### config.mk
export PLATFORM = sky130hd
export DESIGN_NAME = uart_rx_fifo_flat
export DESIGN_NICKNAME = d
export VERILOG_FILES = /design/src/rtl/uart_rx_fifo_if.sv /design/src/rtl/uart_rx_fifo.sv /design/src/flat_wrapper.sv
export SDC_FILE = /design/constraint.sdc
export NUM_CORES = 1
export LEC_CHECK = 0
export CAP_MARGIN = 20
export CORE_MARGIN = 3
export CORE_UTILIZATION = 65
export CTS_BUF_LIST = sky130_fd_sc_hd__clkbuf_16
export DETAILED_ROUTE_END_ITERATION = 16
export PLACE_DENSITY = 0.84
export SYNTH_ARGS = -nofsm -noshare
export SYNTH_HDL_FRONTEND = slang
export SYNTH_SLANG_ARGS = --single-unit
### constraint.sdc
create_clock -name CLK -period 4.7 [get_ports CLK]
set_input_delay 0.47 -clock CLK [delete_from_list [all_inputs] [get_ports CLK]]
set_output_delay 0.47 -clock CLK [all_outputs]
set_load 0.02 [all_outputs]
### src/rtl/uart_rx_fifo_if.sv
// Bundles the serial input, the CPU-side FIFO controls and the
// status/data outputs of the UART receive front end.
interface uart_rx_fifo_if #(
    parameter int DEPTH_LOG2 = 4
);
    logic                  RX;
    logic                  RD;
    logic                  CLR;
    logic [7:0]            DOUT;
    logic                  EMPTY;
    logic                  FULL;
    logic [DEPTH_LOG2:0]   COUNT;
    logic                  FERR;
    logic                  OVR;

    modport master (
        output RX, RD, CLR,
        input  DOUT, EMPTY, FULL, COUNT, FERR, OVR
    );

    modport slave (
        input  RX, RD, CLR,
        output DOUT, EMPTY, FULL, COUNT, FERR, OVR
    );
endinterface

### src/rtl/uart_rx_fifo.sv
// UART 8N1 receiver with mid-bit sampling, feeding a first-word-fall-through
// byte FIFO. Framing and overrun errors are kept as sticky flags.
module uart_rx_fifo #(
    parameter int CLKS_PER_BIT = 216,
    parameter int DEPTH_LOG2   = 4
) (
    input  logic           CLK,
    input  logic           RST,
    uart_rx_fifo_if.slave  bus
);
    typedef enum logic [1:0] {IDLE, START, DATA, STOP} state_t;

    localparam int            CW        = $clog2(CLKS_PER_BIT);
    localparam int            DEPTH     = 1 << DEPTH_LOG2;
    localparam logic [CW-1:0] HALF_LOAD = CW'(CLKS_PER_BIT / 2 - 1);
    localparam logic [CW-1:0] BIT_LOAD  = CW'(CLKS_PER_BIT - 1);

    logic                  rx_meta;
    logic                  rx_s;
    state_t                state;
    logic [CW-1:0]         cnt;
    logic [2:0]            bit_idx;
    logic [7:0]            shreg;
    logic                  wait_high;

    logic [7:0]            mem [DEPTH];
    logic [DEPTH_LOG2:0]   wptr;
    logic [DEPTH_LOG2:0]   rptr;
    logic                  ferr_q;
    logic                  ovr_q;

    logic                  stop_hit;
    logic                  push_req;
    logic                  ferr_evt;
    logic                  empty;
    logic                  full;
    logic                  do_pop;
    logic                  do_push;
    logic                  ovr_evt;

    // Two-flop synchroniser; idles high so reset never looks like a start bit
    always_ff @(posedge CLK or posedge RST) begin
        if (RST) begin
            rx_meta <= 1'b1;
            rx_s    <= 1'b1;
        end else begin
            rx_meta <= bus.RX;
            rx_s    <= rx_meta;
        end
    end

    // Frame decoder; after a bad stop bit it waits for the line to go high before re-arming
    always_ff @(posedge CLK or posedge RST) begin
        if (RST) begin
            state     <= IDLE;
            cnt       <= '0;
            bit_idx   <= '0;
            shreg     <= '0;
            wait_high <= 1'b0;
        end else begin
            case (state)
                IDLE: begin
                    if (rx_s) begin
                        wait_high <= 1'b0;
                    end else if (!wait_high) begin
                        cnt   <= HALF_LOAD;
                        state <= START;
                    end
                end
                START: begin
                    if (cnt != '0) begin
                        cnt <= cnt - CW'(1);
                    end else if (!rx_s) begin
                        cnt     <= BIT_LOAD;
                        bit_idx <= '0;
                        state   <= DATA;
                    end else begin
                        state <= IDLE;
                    end
                end
                DATA: begin
                    if (cnt != '0) begin
                        cnt <= cnt - CW'(1);
                    end else begin
                        shreg   <= {rx_s, shreg[7:1]};
                        cnt     <= BIT_LOAD;
                        bit_idx <= bit_idx + 3'd1;
                        if (bit_idx == 3'd7) begin
                            state <= STOP;
                        end
                    end
                end
                STOP: begin
                    if (cnt != '0) begin
                        cnt <= cnt - CW'(1);
                    end else begin
                        state <= IDLE;
                        if (!rx_s) begin
                            wait_high <= 1'b1;
                        end
                    end
                end
                default: state <= IDLE;
            endcase
        end
    end

    // Stop-sample decode and FIFO arbitration; a pop frees the slot a full-FIFO push needs
    always_comb begin
        stop_hit = (state == STOP) && (cnt == '0);
        push_req = stop_hit && rx_s;
        ferr_evt = stop_hit && !rx_s;
        empty    = (wptr == rptr);
        full     = (wptr[DEPTH_LOG2] != rptr[DEPTH_LOG2]) &&
                   (wptr[DEPTH_LOG2-1:0] == rptr[DEPTH_LOG2-1:0]);
        do_pop   = bus.RD && !empty;
        do_push  = push_req && (!full || do_pop);
        ovr_evt  = push_req && full && !do_pop;
    end

    // Byte storage; contents are only visible through DOUT while non-empty
    always_ff @(posedge CLK) begin
        if (do_push) begin
            mem[wptr[DEPTH_LOG2-1:0]] <= shreg;
        end
    end

    // Read/write pointers with one extra wrap bit to tell full from empty
    always_ff @(posedge CLK or posedge RST) begin
        if (RST) begin
            wptr <= '0;
            rptr <= '0;
        end else begin
            if (do_push) begin
                wptr <= wptr + 1'b1;
            end
            if (do_pop) begin
                rptr <= rptr + 1'b1;
            end
        end
    end

    // Sticky error flags; a new error in the same cycle as CLR leaves the flag set
    always_ff @(posedge CLK or posedge RST) begin
        if (RST) begin
            ferr_q <= 1'b0;
            ovr_q  <= 1'b0;
        end else begin
            if (ferr_evt) begin
                ferr_q <= 1'b1;
            end else if (bus.CLR) begin
                ferr_q <= 1'b0;
            end
            if (ovr_evt) begin
                ovr_q <= 1'b1;
            end else if (bus.CLR) begin
                ovr_q <= 1'b0;
            end
        end
    end

    assign bus.DOUT  = empty ? 8'h00 : mem[rptr[DEPTH_LOG2-1:0]];
    assign bus.EMPTY = empty;
    assign bus.FULL  = full;
    assign bus.COUNT = wptr - rptr;
    assign bus.FERR  = ferr_q;
    assign bus.OVR   = ovr_q;
endmodule

### src/flat_wrapper.sv
// flat-port wrapper written by rule: the top's interface ports become plain ports
module uart_rx_fifo_flat 
#(
    parameter int CLKS_PER_BIT = 216,
    parameter int DEPTH_LOG2   = 4
)
  (CLK, RST, bus_RX, bus_RD, bus_CLR, bus_DOUT, bus_EMPTY, bus_FULL, bus_COUNT, bus_FERR, bus_OVR);
  uart_rx_fifo_if #(.DEPTH_LOG2(DEPTH_LOG2)) bus_i ();
  input  logic CLK;
  input  logic RST;
  input wire logic [$bits(bus_i.RX)-1:0] bus_RX;
  input wire logic [$bits(bus_i.RD)-1:0] bus_RD;
  input wire logic [$bits(bus_i.CLR)-1:0] bus_CLR;
  output wire logic [$bits(bus_i.DOUT)-1:0] bus_DOUT;
  output wire logic [$bits(bus_i.EMPTY)-1:0] bus_EMPTY;
  output wire logic [$bits(bus_i.FULL)-1:0] bus_FULL;
  output wire logic [$bits(bus_i.COUNT)-1:0] bus_COUNT;
  output wire logic [$bits(bus_i.FERR)-1:0] bus_FERR;
  output wire logic [$bits(bus_i.OVR)-1:0] bus_OVR;
  assign bus_i.RX = bus_RX;
  assign bus_i.RD = bus_RD;
  assign bus_i.CLR = bus_CLR;
  assign bus_DOUT = bus_i.DOUT;
  assign bus_EMPTY = bus_i.EMPTY;
  assign bus_FULL = bus_i.FULL;
  assign bus_COUNT = bus_i.COUNT;
  assign bus_FERR = bus_i.FERR;
  assign bus_OVR = bus_i.OVR;
  uart_rx_fifo #(.CLKS_PER_BIT(CLKS_PER_BIT), .DEPTH_LOG2(DEPTH_LOG2)) u_core (.CLK(CLK), .RST(RST), .bus(bus_i));
endmodule
==> results of run 1 <==
[registers in the layout (all words and copies together), names as in the netlist, 3 cells and up, named ones only]
register / cells
u_core.shreg: 8
u_core.bit_idx: 3
u_core.mem: 128
u_core.cnt: 8
u_core.wptr: 5
u_core.rptr: 5
[worst register-to-register path: stages (launching register included)]
cell and delay, ns:
dfrtp_1 0.79, inv_1 0.14, ha_1 0.41, nand4_1 0.19, or3_1 0.21, nand4_1 0.28, nor2_1 0.74
[synth_stat cells, types with 3 or more instances]
| cell type | count | area, um^2 |
|---|---|---|
| a211oi_1 | 17 | 128 |
| a21o_1 | 4 | 30.0 |
| a21oi_1 | 5 | 25.0 |
| a2bb2oi_1 | 3 | 26.3 |
| a31oi_1 | 4 | 25.0 |
| buf_1 | 4 | 15.0 |
| buf_2 | 4 | 20.0 |
| buf_4 | 3 | 22.5 |
| clkbuf_1 | 9 | 33.8 |
| dfrtp_1 | 34 | 851 |
| edfxtp_1 | 128 | 3840 |
| ha_1 | 16 | 200 |
| inv_1 | 16 | 60.1 |
| mux2_2 | 10 | 113 |
| mux2i_1 | 9 | 90.1 |
| mux4_2 | 32 | 721 |
| nand2_1 | 11 | 41.3 |
| nand3_1 | 15 | 75.1 |
| nor2_1 | 19 | 71.3 |
| nor2b_1 | 9 | 56.3 |
| nor3_1 | 9 | 45.0 |
| o21ai_0 | 8 | 40.0 |
| o221a_2 | 3 | 33.8 |
| xnor2_1 | 11 | 96.3 |
| xor2_1 | 3 | 26.3 |
[through the flow]
stage	cell area (um^2)	utilization [%]	total power, mW	worst slack [ns]	cells
2_1_floorplan	7110	-	2.24	1.50	431
6_report	8070	77.1	3.99	0.697	607
3_5_place_dp	7450	71.2	2.54	1.27	575
3_3_place_gp	7450	71.2	2.51	1.64	575
5_1_grt	8070	77.1	4.11	0.546	607
4_1_cts	8070	77.1	4.01	0.711	607
[power groups by stage]
stage | logic (mW) | clock network (mW) | registers (mW)
2_1_floorplan | 0.629 | 0 | 1.61
3_3_place_gp | 0.825 | 0 | 1.68
3_5_place_dp | 0.853 | 0 | 1.69
4_1_cts | 0.879 | 1.47 | 1.66
5_1_grt | 0.924 | 1.52 | 1.67
6_report | 0.878 | 1.45 | 1.66
[worst min-delay path by stage]
stage | start | endpoint | depth (start not counted)
final | u_core.rx_meta | u_core.rx_s | 0
after global routing | u_core.rx_meta | u_core.rx_s | 0
after CTS | u_core.rx_meta | u_core.rx_s | 0
after detailed placement | u_core.rx_meta | u_core.rx_s | 0
after global placement | u_core.rx_meta | u_core.rx_s | 0
after floorplan | u_core.rx_meta | u_core.rx_s | 0
[metal layers]
metal  track usage (%)  wire length [um]  vias up
li1                  -                 -     1756
met1              36.2              6070     2111
met2              44.1              7950      229
met3              5.26              1190       43
met4              11.7               535        0
met5                 0                 0        -
[cells by family after synthesis]
logic type	synth area share, %
buf+inv	2.55
mux	13.0
compound gates	6.21
simple gates	6.72
flops	66.7
xor+xnor	1.72
fa+ha+maj	3.10
[final cells by class]
cell class                      instances  share of cell area (%)
Timing Repair Buffer                   30                    3.44
Multi-Input combinational cell        227                    27.1
Sequential cell                       164                    58.8
Clock inverter                         15                    2.43
Clock buffer                           17                    5.27
Tap cell                              136                    2.11
Inverter                               18                   0.837
==> results.json, run 1 <==
{
  "die_h_um": 111,
  "synth_seq_cells": 164,
  "synth_edf_count": 128,
  "hold_viol_final": 0,
  "p_per_area_nw_per_um2": 494,
  "fin_skew_ns": 0.0124,
  "critical_path_class": "reg -> out",
  "core_area_um2": 10500,
  "rr_worst_depth": 6,
  "clkLatencyLatePin_ns": 0.42,
  "io_pins": 22,
  "critPathLaunchType": "register",
  "finalSetupViolCount": 0,
  "grt_max_degree": 37,
  "yosys_warnings": 0,
  "fin_tns_setup_ns": 0,
  "arrival_ns": 3.53,
  "nNetsFinal": 480,
  "finalMaxSlewViolations": 0,
  "die_w_um": 111,
  "drt_iter0_markers": 476,
  "cts.sinks": 164,
  "synthCells": 431,
  "timing.fmax_ghz": 0.250,
  "min_path_type": "reg -> reg",
  "seq_area_frac_synth_pct": 66.7,
  "wl_per_cell_um": 25.9,
  "path_cells": "inv_1 -> ha_1 -> and4_1 -> nand2_1 -> clkinv_1 -> a211oi_1 -> clkdlybuf4s50_1",
  "cts.path.max_buffers": 2,
  "holdWs_ns": 0.357,
  "relSlewSlack_pct": 38.5,
  "totalWireLength_um": 15700,
  "cts_setup_buffers": 0,
  "grt_first_pass_wirelength_um": 24600,
  "clock-root-buffer": "clkbuf_16",
  "path_max_fanout": 20,
  "ff2ff_setup_slack_ns": 1.56,
  "hold_buffers": 0,
  "ys_types": 60,
  "gp_congestion": 0.889,
  "setup.worst_path.start": "u_core.rptr[2]",
  "combPwrFrac_pct": 22.0,
  "nFillCells": 565,
  "cts_tree": "done",
  "final_layout_size_suffix_gt1_share_pct": 20.0,
  "p_leak_nw": 3.19,
  "ir_drop_mv": 0.519,
  "drcViolationCount": 0,
  "synth-main-ff-cell": "edfxtp_1",
  "globalRouteOverflowTotal": 0,
  "intPower_mw": 2.90,
  "hpwlAfterDp_um": 9800,
  "fin_crit_ns": 4.00,
  "syn-mean-instance-area_um2": 16.5,
  "port_buffers": 21,
  "critical_path_buf_inv_count": 3,
  "postCtsResizedCells": 0,
  "pwr-share-clk_pct": 36.4,
  "clk_pin_slew_worst_paths_ns": 0.06,
  "crit_family": "buffers and inverters",
  "syn_nets": 453,
  "ys_async_sr_fraction_pct": 22.0,
  "track_usage_pct": 27.1,
  "start_util_pct": 68.0,
  "antenna_found_initial": 0,
  "p_sw_mw": 1.09,
  "multiInputGateArea_um2": 2190,
  "numCtsBuffers": 17,
  "die_area_um2": 12200,
  "end_kind": "output port",
  "worstReg2RegEnd": "u_core.mem[11][6]",
  "syn_area_um2": 7110,
  "p_sw_share_pct": 27.4,
  "critPathCapture": "bus_DOUT[7]",
  "r2r_start": "u_core.rptr[2]",
  "cp.required_ns": 4.23,
  "layout_common_cells": "edfxtp_1 (128), dfrtp_1 (33), mux4_2 (32)",
  "fp-row-count": 37,
  "vias_per_cell": 6.82,
  "tightest_slew_ns": 0.919,
  "num_vias": 4139,
  "register_area_um2": 4750,
  "drtAntennaViolNets": 0,
  "crit_cells": 7,
  "final_common_cell": "edfxtp_1",
  "grt_setup_unrepaired": "no",
  "dr.pass1.iters": 5,
  "antenna_cells": 0,
  "htreeDepth": 4,
  "status": "complete, no violations",
  "power_frac_seq_pct": 41.6,
  "area_delta_synth_final_pct": 13.5,
  "cp_slowest_stage_delay_ns": 0.79,
  "post-route-period-util_pct": 85.2,
  "grt_pass1_vias": 4226,
  "critical-path-slowest-cell": "dfrtp_1",
  "maxCapViolCount": 0
}
Note: power is estimated with default switching activity, not from simulation.
==> run 2, diff against run 1 <==
--- a/config.mk
+++ b/config.mk
@@ -10,6 +10,7 @@
 export CORE_UTILIZATION = 65
 export CTS_BUF_LIST = sky130_fd_sc_hd__clkbuf_16
 export DETAILED_ROUTE_END_ITERATION = 16
+export GPL_TIMING_DRIVEN = 0
 export PLACE_DENSITY = 0.84
 export SYNTH_ARGS = -nofsm -noshare
 export SYNTH_HDL_FRONTEND = slang
==> run 2 against run 1 <==
Compared with the run above:
- first-iteration DRC count decreased by 17%
- power decreased by 0.91%
- maximum frequency decreased by 12%
- flip-flop and latch count unchanged
- wire length increased by 0.31%
- sequential share of layout area decreased by 0.58 points
- die area unchanged
- global-route usage decreased by 0.084 points
- critical path type unchanged
- largest power group unchanged
==> results.json, run 2 (same netlist as run 1, synthesis figures left out) <==
{
  "critPathLaunchType": "register",
  "finalMaxSlewViolations": 0,
  "nNetsFinal": 498,
  "totalWireLength_um": 15800,
  "combPwrFrac_pct": 24.7,
  "min_path_type": "reg -> reg",
  "path_max_fanout": 10,
  "timing.fmax_ghz": 0.219,
  "cts_tree": "done",
  "drtAntennaViolNets": 0,
  "drt_iter0_markers": 394,
  "gp_congestion": 0.847,
  "clk_pin_slew_worst_paths_ns": 0.07,
  "track_usage_pct": 27.0,
  "fin_crit_ns": 4.57,
  "grt_setup_unrepaired": "yes",
  "p_leak_nw": 3.22,
  "maxCapViolCount": 0,
  "arrival_ns": 4.10,
  "critical_path_buf_inv_count": 5,
  "die_w_um": 111,
  "finalSetupViolCount": 0,
  "layout_common_cells": "edfxtp_1 (128), dfrtp_1 (34), mux4_2 (32)",
  "status": "complete, no violations",
  "met1_usage_pct": 35.3,
  "final_layout_size_suffix_gt1_share_pct": 21.7,
  "grtUsageMet2_pct": 42.4,
  "hpwlAfterDp_um": 9870,
  "tightest_slew_ns": 0.854,
  "holdWs_ns": 0.359,
  "fp-row-count": 37,
  "end_kind": "output port",
  "core_area_um2": 10500,
  "htreeDepth": 4,
  "intPower_mw": 2.78,
  "p_sw_mw": 1.17,
  "p_per_area_nw_per_um2": 485,
  "p_sw_share_pct": 29.7,
  "met3_usage_pct": 7.34,
  "numCtsBuffers": 17,
  "vias_per_cell": 6.75,
  "die_h_um": 111,
  "io_pins": 22,
  "cts.sinks": 164,
  "cp.required_ns": 4.23,
  "wl_per_cell_um": 25.3,
  "clock-root-buffer": "clkbuf_16",
  "ir_drop_mv": 0.317,
  "place_ws_ns": 0.592,
  "cts_setup_buffers": 0,
  "area_delta_synth_final_pct": 14.6,
  "path_cells": "clkbuf_1 -> clkbuf_1 -> inv_1 -> ha_1 -> and4_1 -> nand2_1 -> clkinv_1 -> a211oi_2 -> clkdlybuf4s50_1",
  "antenna_found_initial": 0,
  "critical-path-slowest-cell": "clkdlybuf4s50_1",
  "crit_family": "buffers and inverters",
  "fin_skew_ns": 0.00936,
  "cp_slowest_stage_delay_ns": 0.69,
  "grt_pass1_vias": 4438,
  "largest_reg_flops": 128,
  "final_common_cell": "edfxtp_1",
  "globalRouteOverflowTotal": 0,
  "pwr-share-clk_pct": 34.5,
  "die_area_um2": 12200,
  "critical_path_class": "reg -> out",
  "clkLatencyLatePin_ns": 0.42,
  "start_util_pct": 68.0,
  "setup_ws_ns": 0.128,
  "dr.pass1.iters": 5,
  "post-route-period-util_pct": 97.3,
  "critical-path-top-cell-by-count": "clkbuf_1",
  "num_vias": 4219,
  "grt_first_pass_wirelength_um": 24600,
  "grt_max_degree": 24,
  "antenna_cells": 0,
  "fin_tns_setup_ns": 0,
  "port_buffers": 21,
  "power_frac_seq_pct": 40.8,
  "top_usage_layer": "met2",
  "hold_viol_final": 0,
  "cts.path.max_buffers": 2,
  "drcViolationCount": 0,
  "relSlewSlack_pct": 42.8
}
## run 2: cell count changes in the layout (fill, tap and decap cells not counted), sizes merged
cell	delta
buf	+10
inv	+2
bufinv	-3
clkbuf	+8
clkinv	+1
## run 2: final timing paths
| kind | startpoint | endpoint | slack, ns | cells past startpoint |
|---|---|---|---|---|
| max reg2reg | u_core.rptr[2] | u_core.mem[3][0] | 0.97 | 9 |
| max in group asynchronous | RST | u_core.rptr[2] | 3.73 | 3 |
| min | u_core.rx_meta | u_core.rx_s | 0.36 | 0 |
| max | u_core.rptr[2] | bus_DOUT[5] | 0.13 | 9 |
| min reg2reg | u_core.rx_meta | u_core.rx_s | 0.36 | 0 |
| min in group asynchronous | RST | asynchronous set/reset pin | 0.43 | 2 |
## run 2: timing repair
action / 4_1_cts / 5_1_grt
endpoints found under the setup margin: 0 / 3
resized for setup: 0 / 3
hold buffers: 0 / 0
## run 2: area by class of cell
type	count	area [um^2]
Sequential cell	164	4750
Fill cell	583	2310
Multi-Input combinational cell	227	2200
Clock buffer	17	425
Timing Repair Buffer	27	273
Tap cell	136	170
Clock inverter	15	156
Buffer	21	110
Inverter	18	67.6
## run 2: per-layer routing
| layer | share of wire [%] | up-vias |
|---|---|---|
| met5 | 0 | - |
| met4 | 3.2 | 0 |
| met3 | 9.2 | 59 |
| met2 | 50 | 244 |
| met1 | 38 | 2129 |
| li1 | - | 1787 |
## run 2: through the flow
stage | utilization, % | cells | instance area, um^2 | total power [mW]
detailed placement | 72.2 | 594 | 7560 | 2.59
floorplan | - | 431 | 7110 | 2.24
CTS | 77.8 | 626 | 8140 | 3.96
finish | 77.9 | 625 | 8150 | 3.95
global route | 77.9 | 625 | 8150 | 4.08
global placement | 71.6 | 588 | 7490 | 2.56
## run 2: worst reg2reg max path, stage by stage (launching register included)
cell and delay (ns):
dfrtp_1 0.36, clkbuf_1 0.43, clkbuf_1 0.58, inv_1 0.12, ha_1 0.39, nand4_1 0.17, or3_1 0.18, nand4_1 0.30
nor3_1 0.63, buf_4 0.28
## run 2: power groups by stage
stage / Clock (mW) / Combinational (mW) / Sequential [mW]
after floorplan: 0 / 0.629 / 1.61
after global placement: 0 / 0.938 / 1.62
after detailed placement: 0 / 0.971 / 1.62
after CTS: 1.37 / 0.989 / 1.59
after global routing: 1.43 / 1.04 / 1.61
final: 1.36 / 0.978 / 1.61
==> run 3, diff against run 2 <==
--- a/config.mk
+++ b/config.mk
@@ -5,13 +5,14 @@
 export SDC_FILE = /design/constraint.sdc
 export NUM_CORES = 1
 export LEC_CHECK = 0
+export ABC_AREA = 1
 export CAP_MARGIN = 20
 export CORE_MARGIN = 3
 export CORE_UTILIZATION = 65
 export CTS_BUF_LIST = sky130_fd_sc_hd__clkbuf_16
 export DETAILED_ROUTE_END_ITERATION = 16
 export GPL_TIMING_DRIVEN = 0
-export PLACE_DENSITY = 0.84
+export PLACE_DENSITY = 0.83
 export SYNTH_ARGS = -nofsm -noshare
 export SYNTH_HDL_FRONTEND = slang
 export SYNTH_SLANG_ARGS = --single-unit
==> run 3 against run 2 <==
Compared with the run above:
- power is 13% higher
- area after synthesis is 7.6% higher
- combinational power is 41% higher
- cell count is 62% higher
- synthesized cell count is 87% higher
- sequential share of layout area is 4.0 points lower
- count of clock-buffer cells in the layout stayed put
- via count is 38% higher
- die area is 7.2% higher
- critical path depth is 1 higher
- critical path type unchanged
- hold slack worse by 0.0020 ns
- global-route usage is 2.7 points higher
==> results.json, run 3 <==
{
  "ys_async_sr_fraction_pct": 22.0,
  "top_usage_layer": "met2",
  "ys_top_cells_by_area": "edfxtp_1 (50%), nand2_1 (14%), dfrtp_1 (11%), inv_1 (6.1%), nand3_1 (5.7%)",
  "muxShareOfSynthArea_pct": 0,
  "cts_tree": "done",
  "fin_tns_setup_ns": 0,
  "cts.path.max_buffers": 2,
  "met3_usage_pct": 6.61,
  "rr_worst_depth": 13,
  "final_layout_size_suffix_gt1_share_pct": 8.49,
  "die_w_um": 115,
  "num_vias": 5820,
  "finalMaxSlewViolations": 0,
  "numCtsBuffers": 17,
  "tightest_slew_ns": 0.895,
  "grt_max_degree": 23,
  "critPathLaunchType": "register",
  "synthAdderAreaFrac_pct": 2.88,
  "p_per_area_nw_per_um2": 510,
  "clock-root-buffer": "clkbuf_16",
  "synth_top_family_by_area": "simple AND/OR/NAND/NOR gates",
  "globalRouteOverflowTotal": 0,
  "cp.required_ns": 4.23,
  "arrival_ns": 3.62,
  "vias_per_cell": 5.73,
  "yosysMostFrequentCell": "nand2_1",
  "synth_top_area_share_pct": 50.2,
  "nNetsFinal": 881,
  "port_buffers": 21,
  "stdcell_area_um2": 8760,
  "power_mw": 4.46,
  "fin_crit_ns": 4.09,
  "p_leak_nw": 4.03,
  "hpwlAfterDp_um": 11900,
  "cts_setup_buffers": 0,
  "start_util_pct": 66.8,
  "fin_util_pct": 76.4,
  "synthXorXnorAreaFrac_pct": 1.58,
  "dr.pass1.iters": 5,
  "grt_first_pass_wirelength_um": 29500,
  "yosys_warnings": 0,
  "syn_nets": 828,
  "fin_skew_ns": 0.00816,
  "area_delta_synth_final_pct": 14.3,
  "track_usage_pct": 29.7,
  "totalWireLength_um": 18300,
  "min_path_type": "reg -> reg",
  "io_pins": 22,
  "seq_area_frac_synth_pct": 62.0,
  "timing.fmax_ghz": 0.244,
  "hold_viol_final": 0,
  "grtUsageMet2_pct": 47.8,
  "worstReg2RegEnd": "u_core.mem[5][3]",
  "synth_top_area_cell": "edfxtp_1",
  "status": "complete, no violations",
  "drtAntennaViolNets": 0,
  "ir_drop_mv": 0.679,
  "final_common_cell": "nand2_1",
  "post-route-period-util_pct": 87.1,
  "syn-mean-instance-area_um2": 9.50,
  "cts.sinks": 164,
  "largest_reg_flops": 128,
  "critical_path_class": "reg -> out",
  "drt_iter0_markers": 629,
  "r2r_start": "u_core.rptr[1]",
  "syn_area_um2": 7660,
  "die_h_um": 115,
  "synth_edf_count": 128,
  "maxCapViolCount": 0,
  "critPathCapture": "bus_DOUT[6]",
  "placed_area_um2": 8100,
  "ys_types": 30,
  "synth-main-ff-cell": "edfxtp_1",
  "setup.worst_path.start": "u_core.rptr[1]",
  "antenna_found_initial": 0,
  "gp_congestion": 0.897,
  "met1_usage_pct": 39.0,
  "layout_common_cells": "nand2_1 (287), inv_1 (128), edfxtp_1 (128)",
  "synth_commonest_cells": "nand2_1 (287), edfxtp_1 (128), inv_1 (124), nand3_1 (87), dfrtp_1 (34)",
  "clk_pin_slew_worst_paths_ns": 0.06,
  "grt_setup_unrepaired": "no",
  "synthCells": 806,
  "hold_buffers": 0,
  "wl_per_cell_um": 18.0,
  "die_area_um2": 13100,
  "clkLatencyLatePin_ns": 0.43,
  "end_kind": "output port",
  "yosys.area_share.simple_pct": 22.7,
  "antenna_cells": 0,
  "drcViolationCount": 0,
  "postCtsResizedCells": 0,
  "grt_pass1_vias": 5877,
  "synth_seq_cells": 164,
  "path_max_fanout": 10,
  "hold_depth": 0,
  "ff2ff_setup_slack_ns": 1.13,
  "finalSetupViolCount": 0,
  "fp-row-count": 39,
  "relSlewSlack_pct": 39.8,
  "htreeDepth": 4,
  "synth_compound_area_share_pct": 2.75,
  "core_area_um2": 11500
}
-- run 3: changes by cell type after synthesis, moves of 14 or more --
cell,delta
nand3_1,+72
nand2_1,+276
inv_1,+108
a211oi_1,-17
mux4_2,-32
a21oi_1,+14
-- run 3: cell type report --
class	count	area [um^2]
multi-input cells	486	2290
clock buffers	17	425
flip-flops and latches	164	4750
well taps	143	179
repair buffers	34	295
clock inverters	15	199
plain buffers	27	134
fillers	704	2710
inverters	129	484
-- run 3: routing by layer --
layer  vias up  routed length [um]
met3        76                1710
met1      2719                6960
met2       333                8910
met4         0                 693
li1       2692                   -
met5         -                   0
-- run 3: worst max-delay path, cell delays in order (launching register included) --
cell	delay [ns]
dfrtp_1	0.45
buf_2	0.22
clkinv_1	0.24
clkbuf_1	0.31
ha_1	0.39
nand2_1	0.08
nor2_1	0.05
nand2_1	0.21
clkinv_1	0.30
a21oi_1	0.29
clkdlybuf4s50_1	0.65
-- run 3: per-stage QoR --
| step | std cells | setup WS (ns) | hold slack [ns] |
|---|---|---|---|
| 3_3_place_gp | 970 | 1.11 | 0.350 |
| 6_report | 1015 | 0.606 | 0.357 |
| 5_1_grt | 1015 | 0.397 | 0.364 |
| 4_1_cts | 1009 | 0.702 | 0.358 |
| 2_1_floorplan | 806 | 1.91 | 0.345 |
| 3_5_place_dp | 977 | 1.16 | 0.350 |
-- run 3: worst min-delay path by stage --
| stage | start | endpoint | slack, ns |
|---|---|---|---|
| 2_1_floorplan | u_core.rx_meta | u_core.rx_s | 0.35 |
| 3_3_place_gp | u_core.rx_meta | u_core.rx_s | 0.35 |
| 3_5_place_dp | u_core.rx_meta | u_core.rx_s | 0.35 |
| 4_1_cts | u_core.rx_meta | u_core.rx_s | 0.36 |
| 5_1_grt | u_core.rx_meta | u_core.rx_s | 0.36 |
| 6_report | u_core.rx_meta | u_core.rx_s | 0.36 |
-- run 3: cell families (layout without fill, tap and decap cells) --
| logic type | after synthesis | count (layout) |
|---|---|---|
| and+or+nand+nor | 415 | 415 |
| buffers and inverters | 156 | 222 |
| xor gates and xnor gates | 13 | 13 |
| AOI/OAI and AO/OA | 41 | 41 |
| adders and majority gates | 17 | 17 |
| DFF | 164 | 164 |
-- run 3: report_power, final --
part | total, mW | switching (mW) | internal [mW]
registers | 1.60 | 0.0334 | 1.57
logic | 1.38 | 0.909 | 0.475
clock network | 1.48 | 0.548 | 0.929
